## src/rtl/frame_line_meter_pkg.sv

```systemverilog
// Shared definitions for the field line meter and the diagnostic pattern generator
// that drives the same new_frame/frame_lines pair.
package frame_line_meter_pkg;

    localparam int LINES_W = 10;
    localparam logic [LINES_W-1:0] FLM_DEFAULT_LINES = 10'd240;
    localparam logic [LINES_W-1:0] FLM_LINES_MAX     = 10'd1023;

    typedef enum logic [1:0] {
        FLM_UNARMED = 2'd0,
        FLM_COUNT   = 2'd1,
        FLM_LOST    = 2'd2
    } flm_state_e;

    // Saturating line increment: a runaway field pins at the maximum instead of wrapping.
    function automatic logic [LINES_W-1:0] flm_sat_inc(input logic [LINES_W-1:0] v);
        logic [LINES_W-1:0] r;
        if (v == FLM_LINES_MAX) begin
            r = v;
        end else begin
            r = v + 10'd1;
        end
        return r;
    endfunction

endpackage

```

## src/rtl/sync_edge_det.sv

```systemverilog
// Two-flop synchronizer with polarity normalisation and an active-high leading-edge strobe.
module sync_edge_det #(
    parameter bit ACTIVE_LOW = 1'b1
) (
    input  logic clk,
    input  logic resetn,
    input  logic raw_in,
    output logic rise
);

    logic meta_q, meta_d;
    logic sync_q, sync_d;
    logic prev_q, prev_d;
    logic level_s;

    assign level_s = sync_q ^ ACTIVE_LOW;
    assign rise    = level_s & ~prev_q;

    // Next values for the synchronizer chain and the edge-detect history.
    always_comb begin
        meta_d = raw_in;
        sync_d = meta_q;
        prev_d = level_s;
    end

    // Synchronizer flops reset to the inactive raw level so no edge appears out of reset.
    always_ff @(posedge clk or negedge resetn) begin
        if (!resetn) begin
            meta_q <= ACTIVE_LOW;
            sync_q <= ACTIVE_LOW;
            prev_q <= 1'b0;
        end else begin
            meta_q <= meta_d;
            sync_q <= sync_d;
            prev_q <= prev_d;
        end
    end

endmodule

```

## src/rtl/frame_line_meter.sv

```systemverilog
// Counts HSYNC leading edges between VSYNC leading edges, reports accepted fields with a
// one-clock new_frame pulse and flags loss of VSYNC after a timeout.
module frame_line_meter
    import frame_line_meter_pkg::*;
#(
    parameter int CLK_HZ        = 27000000,
    parameter int HS_ACTIVE_LOW = 1,
    parameter int VS_ACTIVE_LOW = 1,
    parameter int MIN_LINES     = 16,
    parameter int TIMEOUT_MS    = 100,
    parameter int DEFAULT_LINES = int'(FLM_DEFAULT_LINES)
) (
    input  logic               clk,
    input  logic               resetn,
    input  logic               hsync_in,
    input  logic               vsync_in,
    output logic               new_frame,
    output logic [LINES_W-1:0] frame_lines,
    output logic               signal_lost
);

    localparam int TO_TERM_I = CLK_HZ / 1000 * TIMEOUT_MS;
    localparam int TO_W      = $clog2(TO_TERM_I + 1);
    localparam logic [TO_W-1:0]    TO_TERM = TO_W'(TO_TERM_I);
    localparam logic [TO_W-1:0]    TO_ONE  = TO_W'(1'b1);
    localparam logic [LINES_W-1:0] MIN_L   = LINES_W'(MIN_LINES);
    localparam logic [LINES_W-1:0] DEF_L   = LINES_W'(DEFAULT_LINES);

    logic hs_rise_s, vs_rise_s, timeout_s;
    flm_state_e state_q, state_d;
    logic [LINES_W-1:0] line_cnt_q, line_cnt_d;
    logic [TO_W-1:0]    to_cnt_q, to_cnt_d;
    logic               new_frame_q, new_frame_d;
    logic [LINES_W-1:0] frame_lines_q, frame_lines_d;
    logic               signal_lost_q, signal_lost_d;

    sync_edge_det #(.ACTIVE_LOW(HS_ACTIVE_LOW != 0)) u_hs_det (
        .clk(clk), .resetn(resetn), .raw_in(hsync_in), .rise(hs_rise_s)
    );

    sync_edge_det #(.ACTIVE_LOW(VS_ACTIVE_LOW != 0)) u_vs_det (
        .clk(clk), .resetn(resetn), .raw_in(vsync_in), .rise(vs_rise_s)
    );

    // Line and timeout counters; an HSYNC coinciding with VSYNC opens the new field at 1.
    always_comb begin
        if (vs_rise_s) begin
            line_cnt_d = hs_rise_s ? 10'd1 : 10'd0;
        end else if (hs_rise_s) begin
            line_cnt_d = flm_sat_inc(line_cnt_q);
        end else begin
            line_cnt_d = line_cnt_q;
        end
        if (vs_rise_s) begin
            to_cnt_d = {TO_W{1'b0}};
        end else if (to_cnt_q != TO_TERM) begin
            to_cnt_d = to_cnt_q + TO_ONE;
        end else begin
            to_cnt_d = to_cnt_q;
        end
    end

    // Looking at the next count lets signal_lost rise on the edge the counter saturates.
    assign timeout_s = (to_cnt_d == TO_TERM);

    // Next-state logic.
    always_comb begin
        case (state_q)
            FLM_UNARMED, FLM_COUNT: begin
                if (vs_rise_s) begin
                    state_d = FLM_COUNT;
                end else if (timeout_s) begin
                    state_d = FLM_LOST;
                end else begin
                    state_d = state_q;
                end
            end
            FLM_LOST: begin
                if (vs_rise_s) begin
                    state_d = FLM_COUNT;
                end else begin
                    state_d = FLM_LOST;
                end
            end
            default: state_d = FLM_UNARMED;
        endcase
    end

    // Output logic: only a VSYNC seen while counting can produce a report.
    always_comb begin
        new_frame_d   = 1'b0;
        frame_lines_d = frame_lines_q;
        signal_lost_d = signal_lost_q;
        case (state_q)
            FLM_COUNT: begin
                if (vs_rise_s) begin
                    signal_lost_d = 1'b0;
                    if (line_cnt_q >= MIN_L) begin
                        new_frame_d   = 1'b1;
                        frame_lines_d = line_cnt_q;
                    end else begin
                        frame_lines_d = frame_lines_q;
                    end
                end else if (timeout_s) begin
                    signal_lost_d = 1'b1;
                end else begin
                    signal_lost_d = signal_lost_q;
                end
            end
            FLM_UNARMED, FLM_LOST: begin
                if (vs_rise_s) begin
                    signal_lost_d = 1'b0;
                end else if (timeout_s) begin
                    signal_lost_d = 1'b1;
                end else begin
                    signal_lost_d = signal_lost_q;
                end
            end
            default: begin
                signal_lost_d = 1'b1;
            end
        endcase
    end

    // State register.
    always_ff @(posedge clk or negedge resetn) begin
        if (!resetn) begin
            state_q <= FLM_UNARMED;
        end else begin
            state_q <= state_d;
        end
    end

    // Counter and output registers.
    always_ff @(posedge clk or negedge resetn) begin
        if (!resetn) begin
            line_cnt_q    <= {LINES_W{1'b0}};
            to_cnt_q      <= {TO_W{1'b0}};
            new_frame_q   <= 1'b0;
            frame_lines_q <= DEF_L;
            signal_lost_q <= 1'b1;
        end else begin
            line_cnt_q    <= line_cnt_d;
            to_cnt_q      <= to_cnt_d;
            new_frame_q   <= new_frame_d;
            frame_lines_q <= frame_lines_d;
            signal_lost_q <= signal_lost_d;
        end
    end

    assign new_frame   = new_frame_q;
    assign frame_lines = frame_lines_q;
    assign signal_lost = signal_lost_q;

endmodule

```

## config.mk

```make
export PLATFORM = sky130hd
export DESIGN_NAME = frame_line_meter
export DESIGN_NICKNAME = d
export VERILOG_FILES = /design/src/rtl/frame_line_meter_pkg.sv /design/src/rtl/sync_edge_det.sv /design/src/rtl/frame_line_meter.sv
export SDC_FILE = /design/constraint.sdc
export NUM_CORES = 1
export LEC_CHECK = 0
export ABC_AREA = 1
export BUFFER_PORTS_ARGS = -buffer_cell sky130_fd_sc_hd__buf_2
export CAP_MARGIN = 0
export CORE_MARGIN = 2
export CORE_UTILIZATION = 60
export CTS_BUF_LIST = sky130_fd_sc_hd__clkbuf_2
export DETAILED_ROUTE_END_ITERATION = 10
export HOLD_SLACK_MARGIN = 0.02
export PLACE_DENSITY = 0.79
export SYNTH_ARGS = -nofsm -noshare
export SYNTH_HDL_FRONTEND = slang
export SYNTH_HIERARCHICAL = 1
export SYNTH_SLANG_ARGS = --single-unit
export TNS_END_PERCENT = 10
```

## constraint.sdc

```tcl
create_clock -name clk -period 2.3 [get_ports clk]
set_input_delay 0.23 -clock clk [delete_from_list [all_inputs] [get_ports clk]]
set_output_delay 0.23 -clock clk [all_outputs]
set_load 0.03 [all_outputs]
```

== Yosys cells after proc, flatten, opt, wreduce, memory -nomap -nowiden ==
Cells that the tools add are included.

* Order comparisons: 1
* Mux-type cells: 16
* Eq/ne operators: 8
* Reduce and logical (&&, ||, !) cells: 6
* Bitwise gates (word level): 6
* Add/sub/neg operators: 2

{| class="wikitable"
|+ Operators with widths
! operator !! number
|-
| two-way mux 22 bit || 2
|-
| two-way mux 10 bit || 3
|-
| adder 22 x 1 -> 22 bit (second input constant) || 1
|-
| equality test 22 bit (second input constant) || 1
|-
| != test 22 bit (second input constant) || 1
|-
| adder 10 x 1 -> 10 bit (second input constant) || 1
|-
| equality test 10 bit (second input constant) || 1
|-
| greater-or-equal comparator 10 x 5 -> 1 bit (second input constant) || 1
|-
| two-way mux 1 bit || 7
|-
| two-way mux 2 bit || 3
|-
| inverter 1 bit || 4
|-
| case mux 2 bit (2 select lines) || 1
|-
| != test 3 x 1 -> 1 bit (second input constant) || 1
|-
| != test 3 x 2 -> 1 bit (second input constant) || 1
|-
| AND reduction 3 bit || 1
|-
| OR reduction 3 bit || 1
|-
| AND 1 bit || 2
|-
| equality test 2 x 1 -> 1 bit (second input constant) || 1
|-
| equality test 2 bit (second input constant) || 1
|-
| logical NOT 2 bit || 1
|-
| != test 2 x 1 -> 1 bit (second input constant) || 1
|-
| AND reduction 2 bit || 1
|-
| nonzero test 2 bit || 1
|-
| OR reduction 2 bit || 1
|}

* Input bits: 4
* Logic and storage cells: 51
* Flip-flop bits (word level): 52
* Output and inout port bits: 12

== Logic depth before layout (Yosys ltp) ==
Gate-level depths: netlist of run 1.

* Word-level depth: 7
* Depth in mapped cells: 14
* Depth with buffers taken out: 14

== Cells and area by module ==
The synthesis of run 1 kept the hierarchy.

{| class="wikitable"
|+ By module, submodules not included
! module !! seq. area each (µm²) !! cells each !! times used !! area each (µm²)
|-
| frame_line_meter || 1157.4 || 381 || 1 || 2660.1
|-
| sync_edge_det || 77.6 || 5 || 2 || 85.1
|}

== Worst setup path before layout of run 1 ==
No wires, ideal clock.

* Path type: register to register
* Start point: register to_cnt_q[0]
* End point: register state_q[0]
* Stages on the path, launching flop included: 14
* Required time: 2.182 ns
* Clock period less this slack: 1.747 ns
* Buffers on the path: 0
* Arrival time: 1.630 ns
* Path slack: 0.553 ns
* Setup time: 0.118 ns
* Path through: dfrtp_1 -> ha_1 -> nand2_2 -> nor2_4 -> nand2_2 -> xor2_1 -> nand2_1 -> nand2_1 -> nor2_1 -> nand3_1 -> nor2_1 -> nand2_2 -> nand3_1 -> nand2_1

* Word-level cells in the longest chain between the ends: 5
* Elaborated cells between the ends (all ways): 6
* Those cells by class: add/sub (1); eq/ne (3); mux (2)

{| class="wikitable"
|+ RTL lines
! element !! RTL line !! text
|-
| from (decl) || frame_line_meter.sv:32 || <nowiki>logic [TO_W-1:0] to_cnt_q, to_cnt_d;</nowiki>
|-
| from (signal assigned) || frame_line_meter.sv:138 || <nowiki>to_cnt_q <= {TO_W{1'b0}};</nowiki>
|-
| from (signal assigned) || frame_line_meter.sv:144 || <nowiki>to_cnt_q <= to_cnt_d;</nowiki>
|-
| adder 22 x 1 -> 22 bit / != test 22 bit (equally long branches) || frame_line_meter.sv:57, frame_line_meter.sv:56 ||
|-
| two-way mux 22 bit (*) || frame_line_meter.sv:56 || <nowiki>end else if (to_cnt_q != TO_TERM) begin</nowiki>
|-
| two-way mux 22 bit (*) || frame_line_meter.sv:54 || <nowiki>if (vs_rise_s) begin</nowiki>
|-
| equality test 22 bit (*) || frame_line_meter.sv:64 || <nowiki>assign timeout_s = (to_cnt_d == TO_TERM);</nowiki>
|-
| != test 3 x 2 -> 1 bit (no source line) (*) || -- ||
|-
| to (signal assigned) || frame_line_meter.sv:130 || <nowiki>state_q <= state_d;</nowiki>
|-
| to (decl) || frame_line_meter.sv:30 || <nowiki>flm_state_e state_q, state_d;</nowiki>
|}

Mark *: on every way between the ends. The rest lies on a longest branch, timed or not.
A chain may end at the register's enable or synchronous reset.

== Worst setup path after layout of run 1 ==
Same ends and word-level chain as after synthesis.

==> results.yml, run 1 <==
worst_hold_path:
  hold_class: "input pin to asynchronous set/reset pin"
routing:
  post_drt_wl_per_cell_um: 13.2
  vias: 2539
  routed_wl_um: 6210
  avgViaCountPerCell: 5.41
  drcViolationCount: 0
  drt.antenna.violating_nets: 0
  dr.pass1.iters: 5
  drtIter0Drc: 320
final_layout:
  stdcell_count: 469
  final_cell_mix: "nand2_1 (107), inv_1 (60), nor2_1 (59)"
  syn_to_final_growth_pct: 8.13
  final_common_cell: "nand2_1"
  fin_nets: 424
  final_cell_area_sq_um: 3060
  diodes: 0
  register_area_sq_um: 1310
  fillers: 388
  multi_input_area_sq_um: 1270
  drive_above_1_share_pct: 13.4
sta:
  hold_viol_final: 0
  grt_setup_unrepaired: "no"
  skew_ps: 16.8
  finalCriticalPeriod_ps: 2000
  setup_tns_ps: 0
  max_slew.worst_pin.slew_ps: 551
  timing.slew.headroom_pct: 63.3
  slew_violations: 0
  holdWs_ps: 243
  fmax_mhz: 499
  finalCritPeriodShare_pct: 87.1
  setup_viol: 0
floorplan:
  die_w_um: 72.7
  die_area_sq_um: 5280
  io-pin-count: 16
  start_util_pct: 63.7
  rows: 24
  die_h_um: 72.7
  core-area_sq_um: 4440
cts:
  clk_pin_slew_ps: 270
  clk_path_buf_depth: 2
  cts_setup_buffers: 0
  htree_levels: 2
  insertion_delay_ps: 460
  cts_inserted_buffers: 5
  root_buffer: "clkbuf_2"
  clock-sinks: 52
  tritoncts: "built"
setup_path:
  cp_max_fo: 6
  critical_path.max_stage_delay_ps: 500
  worstPathRequired_ps: 2700
  rrSetupSlack_ps: 300
  r2r_end: "state_q[0]"
  worstPathArrival_ps: 2400
  critPathBufInv: 0
  cp_slowest_cell: "dfrtp_1"
  crit_cells: 13
  path_cells: "ha_1, nand2_2, nor2_4, nand2_2, xor2_1, nand2_1, nand2_1, nor2_1, nand3_1, nor2_1, nand2_2, nand3_1, nand2_1"
  crit_end: "state_q[0]"
  cp-startpoint: "to_cnt_q[0]"
  rr_worst_depth: 13
  regToRegStartpoint: "to_cnt_q[0]"
  crit_family: "simple AND/OR/NAND/NOR gates"
  start_kind: "register"
  end_kind: "register"
  path_class: "register to register"
synthesis:
  ys_ff_latch: 52
  synth_area_sq_um: 2830
  yosysTopAreaCell: "dfrtp_1"
  synthCells: 391
  synth.distinct_cells: 27
  synth_top_area_share_pct: 38.0
  synth_area_per_cell_sq_um: 7.24
  synth.area.top_cells: "dfrtp_1 (38%), nand2_1 (14%), dfstp_2 (8.4%)"
  ys.warnings.count: 6
  seq_area_frac_synth_pct: 46.4
  synth_nets: 399
global_route:
  grt_pass1_wl_um: 10500
  grt_pass1_vias: 2266
  grt.total_usage_pct: 25.9
  overflow: 0
  grt_max_degree: 26
  antenna_found_initial: 0
placed_design:
  dpl.cell_count: 458
  gp_congestion: 1.01
  port_buffers: 15
  place_hpwl_um: 4700
  placed_area_sq_um: 2980
power_and_ir_drop:
  p_switching_uw: 538
  total_power_uw: 1670
  combPwrFrac_pct: 15.6
  clockPowerShare_pct: 22.5
  p_leak_uw: 0.00157
  seq_power_share_pct: 61.9
  power.density_nw_per_um2: 547
  cell_internal_pwr_uw: 1140
  peakVddDrop_v: 0.000418
  swShare_pct: 32.1
job:
  cap_viol_max_count: 0
status:
  status: "complete, no violations"
-- cell type report --
| cell class | instances | area share, % |
|---|---|---|
| Tap cell | 52 | 2.13 |
| Clock inverter | 3 | 0.695 |
| Sequential cell | 52 | 42.9 |
| Multi-Input combinational cell | 273 | 41.5 |
| Clock buffer | 5 | 0.818 |
| Inverter | 62 | 7.60 |
| Timing Repair Buffer | 22 | 4.42 |
-- worst min path at each step --
stage / startpoint / endpoint / slack [ps] / cells past startpoint
6_report: resetn / frame_lines[2] / 240 / 2
5_1_grt: resetn / frame_lines[2] / 260 / 2
4_1_cts: resetn / frame_lines[2] / 250 / 2
3_5_place_dp: resetn / to_cnt_q[17] / 260 / 1
3_3_place_gp: resetn / to_cnt_q[17] / 240 / 1
2_1_floorplan: resetn / frame_lines[0] / -70 / 0
-- synthesized netlist by cell type (all sizes together) --
cell and count:
a21oi 16, nor4 1, o211ai 1, clkbuf 3, and2 2, a211oi 1
nand3b 1, buf 1, nor3 4, inv 62, nand3 31, dfrtp 43
dfstp 9, nand2 112, nand4 12, o21ai 15, ha 4, o21bai 2
nor2 69, xor2 2
-- power groups by stage --
stage,clock network (uW),registers [uW],logic (uW)
final,377,1040,261
after global routing,419,1050,295
after CTS,388,1030,260
after detailed placement,0,1050,255
after global placement,0,1050,247
after floorplan,0,1050,173
-- metrics by stage --
stage	setup slack (ps)	util, %
2_1_floorplan	553	-
5_1_grt	20.5	68.9
4_1_cts	282	68.9
3_5_place_dp	314	67.1
3_3_place_gp	346	67.1
6_report	296	68.9
-- layer usage --
| layer | part of all wire, % | wire, um | vias up | global-route usage [%] |
|---|---|---|---|---|
| met4 | 1.2 | 77 | 0 | 8.02 |
| li1 | - | - | 1275 | - |
| met1 | 50 | 3120 | 1148 | 41.7 |
| met2 | 41 | 2530 | 109 | 36.7 |
| met3 | 7.9 | 488 | 7 | 2.90 |
| met5 | 0 | 0 | - | 0 |
-- sequential cells by signal, indices dropped and copies added, names as in the netlist --
register,cells
line_cnt_q,10
state_q,2
u_vs_det/prev_q,1
signal_lost,1
u_vs_det/meta_q,1
u_hs_det/prev_q,1
frame_lines,10
u_hs_det/meta_q,1
u_vs_det/sync_q,1
new_frame,1
u_hs_det/sync_q,1
to_cnt_q,22
-- kinds of logic (layout without fill, tap and decap cells) --
group | after synthesis | in the layout | synth area share (%)
simple gates | 232 | 232 | 35.6
buf+inv | 66 | 92 | 8.80
flops | 52 | 52 | 46.4
compound gates | 35 | 35 | 6.81
fa+ha+maj | 4 | 4 | 1.77
xor+xnor | 2 | 2 | 0.619
-- timing repair --
item                      4_1_cts  5_1_grt
hold buffers                    3        0
hold endpoints to repair       21        0
resized for setup               0        0
(Power assumes the default switching activity.)
==> run 2: changes to the inputs <==
Settings changed: CORE_ASPECT_RATIO set to 1.25.
==> run 2 against run 1 <==
Compared with the run above:
- combinational power is 2% higher
- wire length is 3.5% higher
- utilization increased by 0.75 points
- global-route usage up 1.3 points
- critical path depth is 1 lower
- sequential power barely moved
- final cell count rose by 1.1%
==> results.yml, run 2 (synthesis results as in run 1) <==
final_layout:
  diodes: 0
  fillers: 382
  largest_reg_flops: 22
  final_common_cell: "nand2_1"
  largest-register: "to_cnt_q"
  final_cell_mix: "nand2_1 (107), inv_1 (60), nor2_1 (59)"
  register_area_sq_um: 1310
  multi_input_area_sq_um: 1270
  drive_above_1_share_pct: 13.2
  fin_nets: 423
  syn_to_final_growth_pct: 9.68
setup_path:
  rrSetupSlack_ps: 210
  worstPathRequired_ps: 2650
  regToRegStartpoint: "to_cnt_q[0]"
  end_kind: "register"
  cp_max_fo: 6
  r2r_end: "state_q[0]"
  path_class: "register to register"
  start_kind: "register"
  cp-startpoint: "to_cnt_q[0]"
  rr_worst_depth: 12
  worstPathArrival_ps: 2440
cts:
  insertion_delay_ps: 420
  cts_inserted_buffers: 5
  root_buffer: "clkbuf_2"
  tritoncts: "built"
  clock-sinks: 52
  clk_path_buf_depth: 2
  clk_pin_slew_ps: 240
  htree_levels: 2
placed_design:
  port_buffers: 15
  pre_cts_slack_ps: 268
  place_hpwl_um: 4820
  gp_congestion: 0.986
worst_hold_path:
  min_from: "u_hs_det/meta_q"
  min_path_cells: 0
  hold_class: "register to register"
  min_delay_worst_endpoint: "u_hs_det/sync_q"
routing:
  avgViaCountPerCell: 5.30
  routed_wl_um: 6430
  drt.antenna.violating_nets: 0
  vias: 2513
  dr.pass1.iters: 5
  drtIter0Drc: 363
  post_drt_wl_per_cell_um: 13.6
  drcViolationCount: 0
sta:
  fin_ws_ps: 206
  setup_viol: 0
  grt_setup_unrepaired: "no"
  hold_viol_final: 0
  finalCritPeriodShare_pct: 91.0
  setup_tns_ps: 0
  slew_violations: 0
  fmax_mhz: 478
  skew_ps: 8.38
  max_slew.worst_pin.slew_ps: 631
  timing.slew.headroom_pct: 57.9
  finalCriticalPeriod_ps: 2090
power_and_ir_drop:
  p_leak_uw: 0.00159
  seq_power_share_pct: 55.2
  clockPowerShare_pct: 30.7
  peakVddDrop_v: 0.000400
  power.density_nw_per_um2: 604
  combPwrFrac_pct: 14.1
  p_switching_uw: 519
  swShare_pct: 27.7
  cell_internal_pwr_uw: 1350
global_route:
  grt_max_degree: 53
  grt.total_usage_pct: 27.3
  antenna_found_initial: 0
  grt_pass1_wl_um: 11000
  overflow: 0
  grt_pass1_vias: 2437
status:
  status: "complete, no violations"
floorplan:
  io-pin-count: 16
  core-area_sq_um: 4460
  die_w_um: 65.4
  rows: 27
  die_h_um: 80.8
  die_area_sq_um: 5290
  start_util_pct: 63.5
job:
  cap_viol_max_count: 0
[run 2: worst max path at each step]
stage | endpoint | cells after the start
after global placement | state_q[0] | 13
after CTS | state_q[0] | 13
after floorplan | state_q[0] | 13
final | state_q[0] | 12
after detailed placement | state_q[0] | 13
after global routing | state_q[0] | 12
[run 2: power groups by stage]
| stage | Clock, uW | Sequential [uW] | Combinational (uW) |
|---|---|---|---|
| global placement | 0 | 1040 | 254 |
| global route | 614 | 1040 | 298 |
| floorplan | 0 | 1050 | 173 |
| detailed placement | 0 | 1050 | 259 |
| CTS | 584 | 1030 | 264 |
| finish | 576 | 1030 | 265 |
[run 2: per-layer routing]
layer / GRT usage, % / up-vias / part of all wire (%)
met2: 45.2 / 84 / 50
li1: - / 1269 / -
met5: 0 / - / 0
met3: 4.02 / 21 / 4.9
met1: 35.2 / 1139 / 42
met4: 13.1 / 0 / 3.2
[run 2: worst max-delay path: stages, from the launching register on]
cell     delay [ps]
dfrtp_1         500
ha_1            230
nand2_2         110
nor2_2          250
nor2_1           80
nor2_2          130
nand2_1          80
nor2_1          130
nand4_1         110
nor2_1          160
nand2_2         100
nand3_1          90
nand2_1          50
[run 2: what timing repair did]
item                                    CTS  global route
hold buffers                              3             0
setup buffers                             0             0
endpoints found under the hold margin    45             0
endpoints found under the setup margin    0             0
gates resized for setup                   0             0
[run 2: layout make-up]
cell class | instances | share of cell area (%)
inverter | 62 | 7.50
tap | 58 | 2.34
clock inverter | 2 | 1.93
timing repair buffer | 21 | 4.11
sequential | 52 | 42.3
clock buffer | 6 | 0.967
multi-input combinational | 273 | 40.9
[run 2: stage by stage]
stage / hold slack [ps] / utilization (%) / cell area [sq um] / std cells / power (uW)
after detailed placement: 336 / 66.9 / 2980 / 463 / 1310
after CTS: 375 / 69.6 / 3100 / 474 / 1880
final: 375 / 69.6 / 3100 / 474 / 1870
after global placement: 336 / 66.9 / 2980 / 463 / 1300
after floorplan: -65.6 / - / 2830 / 391 / 1220
after global routing: 371 / 69.6 / 3100 / 474 / 1950
==> run 3: changes to the inputs <==
Clock period 2.3 ns to 2.2 ns, I/O delays scaled along.
==> run 3 against run 2 <==
Compared with the run above:
- final cell count up 0.21%
- via count up 2.2%
- clock-buffer cell count decreased by 1
- hold slack worse by 20 ps
- sequential power increased by 5%
- cell area is 0.20% lower
- clock skew up 18 ps
- register-to-register slack barely moved
- clock power is 13% lower
- critical endpoint unchanged
==> results.yml, run 3 (synthesis results as in run 1) <==
status:
  status: "complete, no violations"
cts:
  tritoncts: "built"
  clk_path_buf_depth: 2
  root_buffer: "clkbuf_2"
  cts_setup_buffers: 0
  clk_pin_slew_ps: 270
  cts_inserted_buffers: 5
  clock-sinks: 52
  insertion_delay_ps: 460
  htree_levels: 2
sta:
  setup_tns_ps: 0
  grt_setup_unrepaired: "no"
  max_slew.worst_pin.slew_ps: 630
  hold_viol_final: 0
  finalCritPeriodShare_pct: 90.9
  slew_violations: 0
  fmax_mhz: 500
  skew_ps: 26.8
  setup_viol: 0
  finalCriticalPeriod_ps: 2000
  timing.slew.headroom_pct: 58.0
power_and_ir_drop:
  p_leak_uw: 0.00158
  power.density_nw_per_um2: 599
  peakVddDrop_v: 0.000448
setup_path:
  path_class: "register to register"
  end_kind: "register"
  worstPathArrival_ps: 2400
  worstPathRequired_ps: 2600
  regToRegStartpoint: "to_cnt_q[1]"
  r2r_end: "state_q[0]"
  cp_max_fo: 6
  rr_worst_depth: 13
  start_kind: "register"
  rrSetupSlack_ps: 200
final_layout:
  syn_to_final_growth_pct: 9.46
  fillers: 366
  final_cell_mix: "nand2_1 (107), inv_1 (59), nor2_1 (58)"
  multi_input_area_sq_um: 1280
  final_common_cell: "nand2_1"
  register_area_sq_um: 1310
  largest_reg_flops: 22
  largest-register: "to_cnt_q"
  fin_nets: 424
  final_cell_area_sq_um: 3100
  diodes: 0
  drive_above_1_share_pct: 14.1
worst_hold_path:
  hold_class: "input pin to asynchronous set/reset pin"
global_route:
  grt.total_usage_pct: 27.7
  overflow: 0
  grt_pass1_vias: 2448
  antenna_found_initial: 0
  grt_max_degree: 53
  grt_pass1_wl_um: 11000
placed_design:
  port_buffers: 15
  placed_area_sq_um: 2990
  gp_congestion: 1.02
  place_hpwl_um: 4760
routing:
  drtIter0Drc: 247
  drcViolationCount: 0
  avgViaCountPerCell: 5.41
  dr.pass1.iters: 6
  routed_wl_um: 6530
  drt.antenna.violating_nets: 0
  post_drt_wl_per_cell_um: 13.7
  vias: 2569
floorplan:
  start_util_pct: 63.5
  core-area_sq_um: 4460
  die_h_um: 80.8
  rows: 27
  die_area_sq_um: 5290
  io-pin-count: 16
  die_w_um: 65.4
job:
  cap_viol_max_count: 0
-- run 3: cell types whose count changed in the layout (fill, tap and decap cells not counted), sizes merged --
cell	change
clkinvlp	+1
clkbuf	-1
bufinv	-1
buf	+1
clkinv	+1
-- run 3: layout make-up --
class / instances / share of cell area, %
flip-flops and latches: 52 / 42.4
multi-input cells: 273 / 41.2
inverters: 62 / 7.51
repair buffers: 22 / 4.36
well taps: 58 / 2.34
clock inverters: 3 / 1.37
clock buffers: 5 / 0.808
-- run 3: worst max-delay path by stage --
stage	start	depth (start not counted)	end	slack [ps]
2_1_floorplan	to_cnt_q[0]	13	state_q[0]	450
3_3_place_gp	to_cnt_q[1]	12	state_q[0]	310
3_5_place_dp	to_cnt_q[0]	12	state_q[0]	240
4_1_cts	to_cnt_q[0]	12	state_q[0]	160
5_1_grt	to_cnt_q[1]	12	state_q[0]	10
6_report	to_cnt_q[1]	13	state_q[0]	200
-- run 3: per-stage QoR --
stage	util (%)	total power, uW	setup WS (ps)	instances	hold slack (ps)
floorplan	-	1280	453	391	-75.6
global placement	67.1	1360	306	464	324
finish	69.5	1860	201	475	354
CTS	69.3	1860	159	475	373
detailed placement	67.1	1360	237	464	326
global route	69.5	1940	13.6	475	376
-- run 3: metal layers --
metal | global-route usage [%] | up-vias | routed length [um]
met3 | 4.43 | 21 | 283
li1 | - | 1270 | -
met1 | 33.9 | 1200 | 2700
met4 | 13.1 | 0 | 224
met2 | 47.8 | 78 | 3320
met5 | 0 | - | 0
-- run 3: what timing repair did --
action | 4_1_cts | 5_1_grt
setup endpoints to repair | 0 | 3
hold buffers | 3 | 0
resized for setup | 0 | 4
endpoints found under the hold margin | 45 | 0
-- run 3: critical path: stages, from the launching register on --
cell and delay [ps]:
dfrtp_1 500, ha_1 230, nand2_2 110, nor2_4 170
nand2_2 90, xor2_1 150, nand2_1 80, nand2_1 50
nor2_1 110, nand3_1 90, nor2_1 140, nand2_2 100
nand3_1 80, nand2_1 50
-- run 3: power breakdown --
group          internal (uW)  switching [uW]  total [uW]
clock network            189             310         499
registers               1020            66.8        1080
logic                   91.4             182         273
